==> src/rtl/jtframe_rst_seq_pkg.sv <==
// Shared constants for the jtframe reset supervisor: FSM encoding and default timing.
package jtframe_rst_pkg;

    localparam int DEF_NOUT     = 3;
    localparam int DEF_CW       = 8;
    localparam int DEF_PLL_HOLD = 255;
    localparam int DEF_LOCK_MIN = 208;
    localparam int DEF_GAP      = 16;

    typedef logic [2:0] state_t;

    localparam logic [2:0] ST_PLLRST    = 3'd0;
    localparam logic [2:0] ST_WAIT_LOCK = 3'd1;
    localparam logic [2:0] ST_RELEASE   = 3'd2;
    localparam logic [2:0] ST_RUN       = 3'd3;
    localparam logic [2:0] ST_HOLD      = 3'd4;

    // True when a timing constant is usable by a CW-bit counter compared with ==.
    function automatic bit fits_cw(input int value, input int cw);
        return (value >= 1) && (longint'(value) <= ((longint'(1) << cw) - 1));
    endfunction

endpackage

==> src/rtl/jtframe_rst_seq_if.sv <==
// Reset-supervisor bundle: PLL/request inputs and staged reset outputs of one platform top.
interface jtframe_rst_seq_if
    import jtframe_rst_pkg::*;
#(
    parameter int NOUT = DEF_NOUT,
    parameter int CW   = DEF_CW
);
    logic            pll_locked;
    logic            rst_req;
    logic            downloading;
    logic            pll_rst;
    logic [NOUT-1:0] rst;
    logic            game_rst;
    logic            busy;
    logic [CW-1:0]   lock_loss;

    modport master (
        input  pll_locked, rst_req, downloading,
        output pll_rst, rst, game_rst, busy, lock_loss
    );

    modport slave (
        output pll_locked, rst_req, downloading,
        input  pll_rst, rst, game_rst, busy, lock_loss
    );
endinterface

==> src/rtl/jtframe_rst_seq_sync2.sv <==
// Two-flop synchroniser bringing an asynchronous level into the clk domain.
module jtframe_sync2 (
    input  logic clk,
    input  logic rst_n,
    input  logic i_d,
    output logic o_q
);
    logic r_meta;
    logic r_q;

    always_ff @(posedge clk or negedge rst_n) begin
        if (!rst_n) begin
            r_meta <= 1'b0;
            r_q    <= 1'b0;
        end else begin
            r_meta <= i_d;
            r_q    <= r_meta;
        end
    end

    assign o_q = r_q;
endmodule

==> src/rtl/jtframe_rst_seq.sv <==
// Reset supervisor: pulses the PLL reset on lock loss, then releases NOUT reset stages
// in order once lock has been stable; user requests and ROM download gating are merged here.
module jtframe_rst_seq
    import jtframe_rst_pkg::*;
#(
    parameter int NOUT     = DEF_NOUT,
    parameter int CW       = DEF_CW,
    parameter int PLL_HOLD = DEF_PLL_HOLD,
    parameter int LOCK_MIN = DEF_LOCK_MIN,
    parameter int GAP      = DEF_GAP
) (
    input  logic clk,
    input  logic rst_n,
    jtframe_rst_seq_if.master bus
);
    localparam int SW = $clog2(NOUT + 1);

    localparam logic [CW-1:0] HOLD_LAST  = CW'(PLL_HOLD - 1);
    localparam logic [CW-1:0] LOCK_LAST  = CW'(LOCK_MIN - 1);
    localparam logic [CW-1:0] GAP_CNT    = CW'(GAP);
    localparam logic [SW-1:0] LAST_STAGE = SW'(NOUT - 1);

    if ((NOUT < 1) || (NOUT > 8) || !fits_cw(PLL_HOLD, CW) ||
        !fits_cw(LOCK_MIN, CW) || !fits_cw(GAP, CW)) begin : g_param_err
        $error("jtframe_rst_seq: NOUT must be 1..8 and PLL_HOLD/LOCK_MIN/GAP must be 1..2^CW-1");
    end

    logic            w_lk;
    logic            r_lk_d;
    logic            w_loss;
    logic            w_req_ok;
    logic            w_clear_now;
    logic [NOUT-1:0] w_clr_mask;

    logic [2:0]      r_state;
    logic [CW-1:0]   r_cnt;
    logic [SW-1:0]   r_stage;
    logic            r_pll_rst;
    logic [NOUT-1:0] r_rst;
    logic            r_game_rst;
    logic [CW-1:0]   r_lock_loss;

    jtframe_sync2 u_lock_sync (
        .clk   (clk),
        .rst_n (rst_n),
        .i_d   (bus.pll_locked),
        .o_q   (w_lk)
    );

    always_ff @(posedge clk or negedge rst_n) begin
        if (!rst_n) r_lk_d <= 1'b0;
        else        r_lk_d <= w_lk;
    end

    assign w_loss = r_lk_d & ~w_lk;

    // Requests are ignored while the PLL itself is being reset; HOLD handles its own exit.
    assign w_req_ok = bus.rst_req &&
                      ((r_state == ST_WAIT_LOCK) || (r_state == ST_RELEASE) || (r_state == ST_RUN));

    // First clear happens on the RELEASE entry cycle, later ones every GAP cycles.
    assign w_clear_now = (r_cnt == '0) || (r_cnt == GAP_CNT);

    for (genvar gi = 0; gi < NOUT; gi++) begin : g_clr_mask
        assign w_clr_mask[gi] = (r_stage == SW'(gi));
    end

    always_ff @(posedge clk or negedge rst_n) begin
        if (!rst_n) begin
            r_state   <= ST_WAIT_LOCK;
            r_cnt     <= '0;
            r_stage   <= '0;
            r_pll_rst <= 1'b0;
            r_rst     <= '1;
        end else if (w_loss) begin
            r_state   <= ST_PLLRST;
            r_cnt     <= '0;
            r_stage   <= '0;
            r_pll_rst <= 1'b1;
            r_rst     <= '1;
        end else if (w_req_ok) begin
            r_state   <= ST_HOLD;
            r_cnt     <= '0;
            r_stage   <= '0;
            r_pll_rst <= 1'b0;
            r_rst     <= '1;
        end else begin
            case (r_state)
                ST_PLLRST: begin
                    r_rst <= '1;
                    if (r_cnt == HOLD_LAST) begin
                        r_pll_rst <= 1'b0;
                        r_state   <= ST_WAIT_LOCK;
                        r_cnt     <= '0;
                    end else begin
                        r_cnt <= r_cnt + CW'(1);
                    end
                end
                ST_WAIT_LOCK: begin
                    r_rst <= '1;
                    if (!w_lk) begin
                        r_cnt <= '0;
                    end else if (r_cnt == LOCK_LAST) begin
                        r_state <= ST_RELEASE;
                        r_cnt   <= '0;
                        r_stage <= '0;
                    end else begin
                        r_cnt <= r_cnt + CW'(1);
                    end
                end
                ST_RELEASE: begin
                    if (w_clear_now) begin
                        r_rst <= r_rst & ~w_clr_mask;
                        if (r_stage == LAST_STAGE) begin
                            r_state <= ST_RUN;
                            r_cnt   <= '0;
                        end else begin
                            r_stage <= r_stage + SW'(1);
                            r_cnt   <= CW'(1);
                        end
                    end else begin
                        r_cnt <= r_cnt + CW'(1);
                    end
                end
                ST_RUN: begin
                    r_rst <= '0;
                end
                ST_HOLD: begin
                    r_rst <= '1;
                    if (!bus.rst_req) begin
                        r_state <= ST_WAIT_LOCK;
                        r_cnt   <= '0;
                    end
                end
                default: begin
                    r_state   <= ST_WAIT_LOCK;
                    r_cnt     <= '0;
                    r_stage   <= '0;
                    r_pll_rst <= 1'b0;
                    r_rst     <= '1;
                end
            endcase
        end
    end

    always_ff @(posedge clk or negedge rst_n) begin
        if (!rst_n) begin
            r_lock_loss <= '0;
        end else if (w_loss && (r_lock_loss != {CW{1'b1}})) begin
            r_lock_loss <= r_lock_loss + CW'(1);
        end
    end

    // Download gating only touches the game core reset, never the sequencer.
    always_ff @(posedge clk or negedge rst_n) begin
        if (!rst_n) r_game_rst <= 1'b1;
        else        r_game_rst <= r_rst[NOUT-1] | bus.downloading;
    end

    assign bus.pll_rst   = r_pll_rst;
    assign bus.rst       = r_rst;
    assign bus.game_rst  = r_game_rst;
    assign bus.busy      = (r_state != ST_RUN);
    assign bus.lock_loss = r_lock_loss;

endmodule

==> src/flat_wrapper.sv <==
// flat-port wrapper written by rule: the top's interface ports become plain ports
module jtframe_rst_seq_flat import jtframe_rst_pkg::*;
#(
    parameter int NOUT     = DEF_NOUT,
    parameter int CW       = DEF_CW,
    parameter int PLL_HOLD = DEF_PLL_HOLD,
    parameter int LOCK_MIN = DEF_LOCK_MIN,
    parameter int GAP      = DEF_GAP
)
  (clk, rst_n, bus_pll_locked, bus_rst_req, bus_downloading, bus_pll_rst, bus_rst, bus_game_rst, bus_busy, bus_lock_loss);
  jtframe_rst_seq_if #(.NOUT(NOUT), .CW(CW)) bus_i ();
  input  logic clk;
  input  logic rst_n;
  input wire logic [$bits(bus_i.pll_locked)-1:0] bus_pll_locked;
  input wire logic [$bits(bus_i.rst_req)-1:0] bus_rst_req;
  input wire logic [$bits(bus_i.downloading)-1:0] bus_downloading;
  output wire logic [$bits(bus_i.pll_rst)-1:0] bus_pll_rst;
  output wire logic [$bits(bus_i.rst)-1:0] bus_rst;
  output wire logic [$bits(bus_i.game_rst)-1:0] bus_game_rst;
  output wire logic [$bits(bus_i.busy)-1:0] bus_busy;
  output wire logic [$bits(bus_i.lock_loss)-1:0] bus_lock_loss;
  assign bus_i.pll_locked = bus_pll_locked;
  assign bus_i.rst_req = bus_rst_req;
  assign bus_i.downloading = bus_downloading;
  assign bus_pll_rst = bus_i.pll_rst;
  assign bus_rst = bus_i.rst;
  assign bus_game_rst = bus_i.game_rst;
  assign bus_busy = bus_i.busy;
  assign bus_lock_loss = bus_i.lock_loss;
  jtframe_rst_seq #(.NOUT(NOUT), .CW(CW), .PLL_HOLD(PLL_HOLD), .LOCK_MIN(LOCK_MIN), .GAP(GAP)) u_core (.clk(clk), .rst_n(rst_n), .bus(bus_i));
endmodule
==> config.mk <==
export PLATFORM = sky130hd
export DESIGN_NAME = jtframe_rst_seq_flat
export DESIGN_NICKNAME = d
export VERILOG_FILES = /design/src/rtl/jtframe_rst_seq_pkg.sv /design/src/rtl/jtframe_rst_seq_if.sv /design/src/rtl/jtframe_rst_seq_sync2.sv /design/src/rtl/jtframe_rst_seq.sv /design/src/flat_wrapper.sv
export SDC_FILE = /design/constraint.sdc
export NUM_CORES = 1
export LEC_CHECK = 0
export ABC_AREA = 1
export CAP_MARGIN = 20
export CORE_MARGIN = 3
export CORE_UTILIZATION = 50
export DETAILED_ROUTE_END_ITERATION = 16
export PLACE_DENSITY_LB_ADDON = 0.2
export REMOVE_ABC_BUFFERS = 1
export SLEW_MARGIN = 10
export SYNTH_ARGS = -nofsm -noshare
export SYNTH_HDL_FRONTEND = slang
export SYNTH_SLANG_ARGS = --single-unit
==> constraint.sdc <==
create_clock -name clk -period 1.55 [get_ports clk]
set_input_delay 0.31 -clock clk [delete_from_list [all_inputs] [get_ports clk]]
set_output_delay 0.31 -clock clk [all_outputs]
set_load 0.05 [all_outputs]
==> flow_metrics.py, run 1 <==
metrics = {
    "clock_tree": {
        "cts_buffers": 5,
        "root_buffer": "clkbuf_4",
        "cts_hold_buf": 0,
        "cts_tree": "yes",
        "cts_max_level": 2,
        "clk_pin_slew_ns": 0.09,
        "cts_buffer_depth": 2,
        "cts_sinks": 29,
        "clkLatencyLatePin_ns": 0.34,
    },
    "timing": {
        "skew_ns": 0.00987,
        "rsz0062_at_grt": "true",
        "maxSlewHeadroom_pct": 81.7,
        "worstMarginPinSlew_ns": 0.274,
        "fin_ws_ns": -0.0199,
        "period_minus_slack_ns": 1.57,
        "min_period_over_period_pct": 101,
        "hold_viol_final": 0,
        "clock.fmax_ghz": 0.637,
        "setup_viol": 4,
        "finalMaxSlewViolations": 0,
    },
    "synthesis": {
        "synth_seq_cells": 29,
        "netlist_instances": 230,
        "avgSynthCellArea_um2": 7.72,
        "yosysUniqueCellTypes": 27,
        "netlist_area_mm2": 0.00178,
        "yosys_warnings": 0,
        "ys_seq_area_share_pct": 41.2,
    },
    "hold_path": {
        "hold_class": "primary input to asynchronous set/reset pin",
    },
    "worst_setup_path": {
        "crit_type": "register to register",
        "required_ns": 1.78,
        "cp-start-kind": "register",
        "cp_slowest_stage_delay_ns": 0.42,
        "critical_path_peak_fanout": 6,
        "cp-end-kind": "register",
        "worst-path-buf-inv": 2,
        "arrival_ns": 1.80,
        "crit_path_frequent_cell": "nand2_2",
        "slowest_stage": "dfrtp_1",
        "r2r_setup_slack_ns": -0.02,
        "crit_chain": "inv_2 > nand2_2 > nor2_4 > nor2_4 > buf_12 > nand3_4 > nand2_4 > nor2_8 > nand2_2 > nand2_2 > nand2_1",
        "cp_top_family": "simple AND/OR/NAND/NOR gates",
    },
    "final_layout": {
        "diodes": 0,
        "num-fill-cells": 185,
        "area_growth_pct": 51.9,
        "drive_above_1_share_pct": 40.1,
        "fin_util_pct": 79.5,
        "nets": 295,
        "fin_cells": 330,
    },
    "global_route": {
        "grtUsageTotal_pct": 20.2,
        "grt_overflow_total": 0,
        "grt_max_degree": 30,
        "grt_pass1_vias": 1455,
        "grt_antenna_before_repair": 0,
        "grt_pass1_wl_um": 6530,
    },
    "drt": {
        "wl_met2_um": 2410,
        "routedWlPerCell_um": 14.3,
        "vias": 1686,
        "drc": 0,
        "postRouteWirelength_um": 4720,
        "viasPerCell": 5.11,
        "ant_nets": 0,
        "routed.top_layer": "met4",
        "drt_iter0_markers": 109,
        "first_pass_iters": 4,
        "wl_met1_um": 1960,
        "wl_met3_um": 232,
    },
    "placed_design": {
        "place.gp.congestion": 0.923,
        "io_buffers": 18,
        "dpl.hpwl_um": 2840,
        "dp.cells": 311,
    },
    "flow_run": {
        "cap_violations": 0,
    },
    "status": {
        "violations": "setup timing",
        "status": "finished, violations left",
    },
    "power_and_ir_drop": {
        "irDropWorstVdd_uv": 1470,
        "p_leak_nw": 1.28,
        "p_total_mw": 4.56,
        "powerDensity_mw_per_mm2": 1690,
    },
    "die": {
        "die_area_mm2": 0.00430,
        "initial_utilization_pct": 52.4,
        "die_h_um": 65.6,
        "core_mm2": 0.00339,
        "io_pins": 19,
        "rows": 21,
        "die_w_um": 65.6,
    },
}
sequential cells by signal, summed over array words and instances, names as in the netlist:
signal and flops:
u_core.bus.lock_loss 8, u_core.r_cnt 8, u_core.bus.rst 3, u_core.r_state 3, u_core.r_stage 2, u_core.bus.game_rst 1
u_core.bus.pll_rst 1, u_core.r_lk_d 1, u_core.u_lock_sync.o_q 1, u_core.u_lock_sync.r_meta 1
layout make-up:
class                      instances  area, um2  share of cell area [%]
multi-input combinational        171       1150                    42.7
sequential                        29        733                    27.2
timing repair buffer              46        563                    20.9
inverter                          30        120                    4.45
clock buffer                       7       65.1                    2.41
tap                               46       57.6                    2.13
clock inverter                     1       5.00                   0.186
cells by family (layout without fill, tap and decap cells):
group	Yosys count	count (layout)	share of synthesized area, %
AO/OA/AOI/OAI	13	13	4.79
adder cells (fa/ha/maj)	7	7	4.93
AND/OR/NAND/NOR	142	142	38.1
XOR/XNOR	9	9	4.44
flip-flops	29	29	41.2
buffers and inverters	30	84	6.48
Yosys cell counts:
master | number | area, um2
inv_4 | 1 | 6.26
nor2_1 | 24 | 90.1
inv_2 | 3 | 11.3
nor2_4 | 3 | 33.8
inv_1 | 26 | 97.6
nand2_2 | 7 | 43.8
dfstp_2 | 5 | 131
o21ai_0 | 7 | 35.0
o21ai_2 | 1 | 8.76
nor2_8 | 2 | 40.0
xor2_1 | 7 | 61.3
ha_1 | 7 | 87.6
nand3b_1 | 1 | 7.51
o21ai_1 | 2 | 10.0
xnor2_1 | 2 | 17.5
o2111ai_1 | 1 | 8.76
nor2_2 | 6 | 37.5
nand2_1 | 67 | 251
nand4_1 | 1 | 6.26
or2_2 | 1 | 6.26
dfrtp_1 | 24 | 601
nor3_1 | 6 | 30.0
nor3_2 | 1 | 10.0
nand3_2 | 1 | 10.0
nand3_1 | 22 | 110
a21oi_4 | 1 | 16.3
o22ai_1 | 1 | 6.26
cell usage in the layout (no fill, tap or decap), types with 4 or more instances in the layout:
cell             netlist  final
buf_12                 0     16
buf_4                  0     24
clkbuf_4               0      5
clkdlybuf4s50_1        0      4
dfrtp_1               24     23
dfstp_2                5      5
inv_1                 26     22
inv_2                  3      5
nand2_1               67     55
nand2_2                7     15
nand2_4                0      4
nand3_1               22     16
nand3_4                0      5
nor2_1                24     20
nor2_4                 3     10
nor3_1                 6      6
o21ai_0                7      5
o21ai_1                2      4
xor2_1                 7      6
through the flow:
step | setup TNS (ns) | cell area [um2] | hold slack, ns | worst slack, ns
floorplan | -4.02 | 1780 | 0.0144 | -0.278
global placement | -1.59 | 2280 | 0.348 | -0.154
detailed placement | -1.91 | 2280 | 0.343 | -0.173
CTS | 0 | 2420 | 0.318 | 0.000438
global route | -0.866 | 2700 | 0.317 | -0.119
finish | -0.0486 | 2700 | 0.311 | -0.0199
path summary, 6_finish.rpt:
| kind | start | to | cells after the start |
|---|---|---|---|
| max | u_core.r_state[2] | u_core.r_stage[1] | 11 |
| max in group asynchronous | rst_n | u_core.r_state[0] | 2 |
| min | rst_n | u_core.r_cnt[4] | 2 |
| max reg2reg | u_core.r_state[2] | u_core.r_stage[1] | 11 |
| min in group clk | u_core.u_lock_sync.r_meta | u_core.u_lock_sync.o_q | 0 |
| min reg2reg | u_core.u_lock_sync.r_meta | u_core.u_lock_sync.o_q | 0 |
routing by layer:
layer  global-route usage, %  vias up
met3                    4.79       14
met1                    27.3      801
li1                        -      827
met4                    10.1        0
met2                    30.1       44
met5                       0        -
timing repair:
| action | CTS | global route |
|---|---|---|
| endpoints found under the setup margin | 10 | 22 |
| buffers inserted | 4 | 8 |
| gates resized for setup | 14 | 45 |
| pin swaps | 8 | 19 |
report_power, final:
group	leakage [nW]	total (mW)	switching [mW]	internal, mW
combinational	0.870	2.87	1.60	1.27
clock	0.0413	0.532	0.270	0.262
sequential	0.368	1.15	0.205	0.947
total	1.28	4.56	2.08	2.48
No activity file was read; power rests on OpenSTA's default activity.
==> inputs of run 2 (changes only) <==
--- a/config.mk
+++ b/config.mk
@@ -9,6 +9,7 @@
 export CAP_MARGIN = 20
 export CORE_MARGIN = 3
 export CORE_UTILIZATION = 50
+export CTS_CLUSTER_DIAMETER = 40
 export DETAILED_ROUTE_END_ITERATION = 16
 export PLACE_DENSITY_LB_ADDON = 0.2
 export REMOVE_ABC_BUFFERS = 1
==> results of run 2 <==
Same layout as run 1: the final DEF is identical, and so are final timing and power.
==> inputs of run 3 (changes only) <==
--- a/config.mk
+++ b/config.mk
@@ -6,6 +6,7 @@
 export NUM_CORES = 1
 export LEC_CHECK = 0
 export ABC_AREA = 1
+export ABC_CLOCK_PERIOD_IN_PS = 1550
 export CAP_MARGIN = 20
 export CORE_MARGIN = 3
 export CORE_UTILIZATION = 50
==> results of run 3 <==
Same layout as run 1: the final DEF is identical, and so are final timing and power.
